===== config.mk =====
export PLATFORM = sky130hd
export DESIGN_NAME = wb_arbiter
export DESIGN_NICKNAME = d
export VERILOG_FILES = /design/src/rtl/wb_arbiter.sv
export SDC_FILE = /design/constraint.sdc
export NUM_CORES = 1
export LEC_CHECK = 0
export CORE_MARGIN = 2
export CORE_UTILIZATION = 44
export CTS_CLUSTER_DIAMETER = 30
export DETAILED_ROUTE_END_ITERATION = 8
export HOLD_SLACK_MARGIN = 0.03
export PLACE_DENSITY = 0.76
export SKIP_CTS_REPAIR_TIMING = 1
export SYNTH_ARGS = -nofsm -noshare
export SYNTH_HDL_FRONTEND = slang
export SYNTH_SLANG_ARGS = --single-unit

===== constraint.sdc =====
create_clock -name clk -period 2.25 [get_ports clk]
set_input_delay 0.45 -clock clk [delete_from_list [all_inputs] [get_ports clk]]
set_output_delay 0.45 -clock clk [all_outputs]
set_load 0.05 [all_outputs]

===== src/rtl/wb_arbiter.sv =====
// Writeback arbiter: per-source one-entry holding buffers drained oldest-first
// onto a single registered register-file write port.
module wb_arbiter #(
   parameter int unsigned NUM_SRC = 3,
   parameter int unsigned DW      = 32,
   parameter int unsigned AW      = 5,
   parameter int unsigned DROP_R0 = 0
) (
   input  logic                   clk,
   input  logic                   rst,
   input  logic [NUM_SRC-1:0]     src_valid,
   output logic [NUM_SRC-1:0]     src_ready,
   input  logic [NUM_SRC*AW-1:0]  src_dest,
   input  logic [NUM_SRC*DW-1:0]  src_val,
   output logic                   writeEn,
   output logic [AW-1:0]          dest,
   output logic [DW-1:0]          writeVal,
   output logic                   busy
);

   logic [NUM_SRC-1:0]              buf_full;
   logic [AW-1:0]                   buf_dest [NUM_SRC];
   logic [DW-1:0]                   buf_val  [NUM_SRC];
   // older[j][i] = 1: entry j arrived before entry i
   logic [NUM_SRC-1:0][NUM_SRC-1:0] older;

   logic [NUM_SRC-1:0] blocked;
   logic [NUM_SRC-1:0] grant;
   logic [NUM_SRC-1:0] load;
   logic               any_grant;
   logic [AW-1:0]      g_dest;
   logic [DW-1:0]      g_val;

   // An entry is granted when no full entry is older than it
   always_comb begin
      blocked = '0;
      grant   = '0;
      for (int unsigned i = 0; i < NUM_SRC; i++) begin
         for (int unsigned j = 0; j < NUM_SRC; j++) begin
            if (buf_full[j] && older[j][i]) blocked[i] = 1'b1;
         end
         grant[i] = buf_full[i] && !blocked[i];
      end
   end

   // Grant is one-hot, so an OR-mux selects the granted entry
   always_comb begin
      g_dest = '0;
      g_val  = '0;
      for (int unsigned i = 0; i < NUM_SRC; i++) begin
         if (grant[i]) begin
            g_dest = g_dest | buf_dest[i];
            g_val  = g_val  | buf_val[i];
         end
      end
   end

   assign any_grant = |grant;
   assign src_ready = ~buf_full | grant;
   assign load      = src_valid & src_ready;
   assign busy      = (|buf_full) || writeEn;

   // Occupancy, age matrix and write port
   always_ff @(posedge clk) begin
      if (rst) begin
         buf_full <= '0;
         older    <= '0;
         writeEn  <= 1'b0;
         dest     <= '0;
         writeVal <= '0;
      end else begin
         writeEn <= any_grant && !((DROP_R0 != 0) && (g_dest == '0));
         if (any_grant) begin
            dest     <= g_dest;
            writeVal <= g_val;
         end
         for (int unsigned i = 0; i < NUM_SRC; i++) begin
            if (grant[i]) begin
               buf_full[i] <= 1'b0;
               older[i]    <= '0;
            end
         end
         // Column writes follow row clears so a refilled slot gets fresh age
         for (int unsigned i = 0; i < NUM_SRC; i++) begin
            if (load[i]) begin
               buf_full[i] <= 1'b1;
               for (int unsigned j = 0; j < NUM_SRC; j++) begin
                  older[j][i] <= (buf_full[j] && !grant[j]) || (load[j] && (j < i));
               end
            end
         end
      end
   end

   // Payload storage needs no reset; it is qualified by buf_full
   always_ff @(posedge clk) begin
      for (int unsigned i = 0; i < NUM_SRC; i++) begin
         if (load[i]) begin
            buf_dest[i] <= src_dest[i*AW +: AW];
            buf_val[i]  <= src_val[i*DW +: DW];
         end
      end
   end

endmodule


==> impl_summary.log <==
[metrics] unrepaired setup endpoints after global routing: no
[metrics] clock insertion delay at the later pin of the skew report: 0.42 ns
[metrics] cts bufs inserted: 17
[metrics] Yosys reg bits: 161
[metrics] # port buffers: 157
[metrics] number of filler instances in the final layout: 988
[metrics] arithmetic-cell share of the synthesized area counting full adders, half adders and majority gates: 0%
[metrics] final-layout setup total negative slack: 0 ns
[metrics] hold endpoint: buf_full[0]
[metrics] Die X-Extent: 120 um
[metrics] Synth Warn #: 0
[metrics] worst r2r path cells: 4
[metrics] via count of the first global-routing pass: 4111
[metrics] Synth Area in Compound Gates: 18.2%
[metrics] startpoint type of the worst setup path: register
[metrics] endpoint required time on the critical path: 1.80 ns
[metrics] Die Y: 120 um
[metrics] final period utilization: 94.7%
[metrics] fraction of layout cells with a size suffix above 1: 16.5%
[metrics] share of the yosys chip area belonging to registers: 72.7%
[metrics] area of the die: 0.0145 mm^2
[metrics] count of TritonRoute iterations in the first routing pass: 9
[metrics] most used flip-flop cell after synthesis: edfxtp_1
[metrics] I/O pin total: 158
[metrics] root buf cell: clkbuf_16
[metrics] starting density of the core: 45.0%
[metrics] routed via count: 3915
[metrics] routed length per instance: 20.3 um
[metrics] PD cells: 887 mW/mm^2
[metrics] number of max-capacitance violations reported: 0
[metrics] largest net degree at the start of global routing: 77
[metrics] core utilization of the finished layout: 62.8%
[metrics] synthesized-area fraction occupied by and/or/nand/nor cells: 3.95%
[metrics] clock transition time at the flip-flop clock pins of the worst setup and hold paths: 0.06 ns
[metrics] synthesized area divided by synthesized cell count: 16.6 um^2
[metrics] initial antenna violation count: 1
[metrics] final-report setup violation count: 0
[metrics] count of final max-slew check failures: 0
[metrics] site row count: 42
[metrics] detailed-route vias per instance: 5.55
[metrics] final number of hold-violating endpoints: 0
[metrics] Final Net Count: 631
[metrics] Cells after Synth: 360
[metrics] first-pass GRT wire length: 22200 um
[metrics] most common library cell in the layout ignoring fill and taps: clkdlybuf4s50_1
[metrics] DRC marker count from the first detailed-route iteration: 345
[metrics] number of distinct library cell variants in the gate-level netlist after synthesis: 28
[metrics] # DRC: 0
[metrics] largest voltage drop on the vdd net: 0.519 mV
[metrics] signal arrival time at the worst endpoint: 1.68 ns
[metrics] syn_nets: 476
[metrics] async set or reset register ratio after synthesis: 0%
[metrics] Hold WC Path Type: primary input to register
[metrics] area share of xor/xnor cells in the synthesized design: 0%
[metrics] number of synthesized flops with an enable pin: 111
[metrics] Worst Setup Path Type: register to output port
[metrics] Total Wirelength: 14300 um
[metrics] slew at the pin with the worst max-slew slack: 0.557 ns
[metrics] area inside the core boundary: 0.0132 mm^2
[metrics] synthesis-to-finish area growth: 39.5%
[metrics] RePlAce Congestion: 0.793
[metrics] cell area after technology mapping: 0.00596 mm^2
[metrics] destination of the worst register-to-register timing path: buf_val[0][49]
[metrics] dominant combinational cell family by area after synthesis: compound AO/OA/AOI/OAI gates
[metrics] clock period minus worst slack: 2.13 ns
[metrics] Total Routing Usage GR: 20.7%
[metrics] critical path fanouts, max: 9
[metrics] DP HPWL: 9040 um
[metrics] TritonCTS clock tree: built
[metrics] relative slew slack: 62.7%
[metrics] Register-to-Register Setup Slack: 0.32 ns
[metrics] Max Clk Rate: 0.469 GHz
[metrics] Max Clock Skew: 0.00658 ns
[metrics] launch point of the worst reg-to-reg path: buf_full[0]
[metrics] Routed Antenna Nets: 0
[metrics] H-tree lvl count: 4
[metrics] highest-count cells in the layout ignoring fill and taps: 152 x clkdlybuf4s50_1, 111 x edfxtp_1, 49 x dfxtp_1, 41 x nor2_1, 37 x a222oi_1
[metrics] GRT Residual Overflow: 0
[metrics] hold path depth: 2
[metrics] number of clock sinks: 161
[metrics] Min-Delay Startpoint: rst
[metrics] Static Leak: 2.83 nW
[metrics] number of buffers on the longest clock path: 2
[metrics] Critical Path End Type: output port
[metrics] multiplexer fraction of the synthesized cell area: 0.672%
[metrics] result of the run: finished clean
worst max-delay path by stage:
| stage | to | slack [ns] | start |
|---|---|---|---|
| 2_1_floorplan | buf_dest[0][10] | 0.03 | buf_full[1] |
| 3_3_place_gp | buf_val[0][17] | 0.31 | src_valid[0] |
| 3_5_place_dp | buf_val[0][45] | 0.28 | buf_full[2] |
| 4_1_cts | src_ready[0] | 0.03 | buf_full[2] |
| 5_1_grt | src_ready[0] | 0.03 | buf_full[1] |
| 6_report | src_ready[0] | 0.12 | buf_full[0] |
through the flow:
step / hold WS (ns) / area [um^2] / std cells / power (mW) / setup slack (ns)
after global placement: 0.436 / 7740 / 672 / 4.66 / 0.306
final: 0.386 / 8310 / 705 / 7.37 / 0.119
after detailed placement: 0.445 / 7740 / 672 / 4.69 / 0.275
after global routing: 0.409 / 8310 / 704 / 7.62 / 0.0285
after CTS: 0.359 / 8310 / 704 / 7.42 / 0.0346
after floorplan: 0.421 / 5960 / 360 / 4.20 / 0.0295
synthesized netlist by cell type (all sizes together) (2+ instances only):
library cell / n / share of area, %
dfxtp: 50 / 17
nor3: 5 / 0.42
nor2: 43 / 2.8
a221o: 2 / 0.34
inv: 11 / 0.69
a21oi: 5 / 0.42
edfxtp: 111 / 56
a221oi: 38 / 9.7
a211oi: 5 / 0.63
buf: 27 / 3.4
o21ai: 3 / 0.25
nand2: 8 / 0.55
a222oi: 37 / 6.2
clkbuf: 5 / 0.31
mux2i: 4 / 0.67
critical path: stages, from the launching register on:
cell and delay [ns]:
dfxtp_1 0.54, inv_1 0.13, nor2_1 0.29, inv_1 0.13
buf_12 0.17
kinds of logic after synthesis:
family | after synthesis
DFF | 161
AOI/OAI and AO/OA | 94
and+or+nand+nor | 58
buffers and inverters | 43
muxes | 4
sequential cells by signal, indices dropped and copies added, names as in the netlist:
register and cells:
buf_val 96, writeVal 32, buf_dest 15, older 9, dest 5, buf_full 3, writeEn 1
where the power goes:
part           internal, mW  switching (mW)
Combinational         0.486           0.656
Sequential             3.39          0.0996
Clock                  1.65            1.10
Total                  5.52            1.85
per-layer routing:
layer	global-route usage, %	wire length [um]	share of wire [%]
met4	9.81	363	2.5
met2	33.6	7170	50
met3	6.51	1110	7.8
met1	25.1	5630	39
met5	0	0	0
cell type report:
cell class                      count  area, um^2  area share (%)
Clock buffer                       21         450            5.42
Timing Repair Buffer              168        1760            21.2
Inverter                           11        41.3           0.497
Multi-Input combinational cell    156        1390            16.7
Tap cell                          176         220            2.65
Sequential cell                   161        4340            52.2
Clock inverter                     11         114            1.37
Antenna cell                        1        2.50          0.0301
No activity file was read; power rests on OpenSTA's default activity.
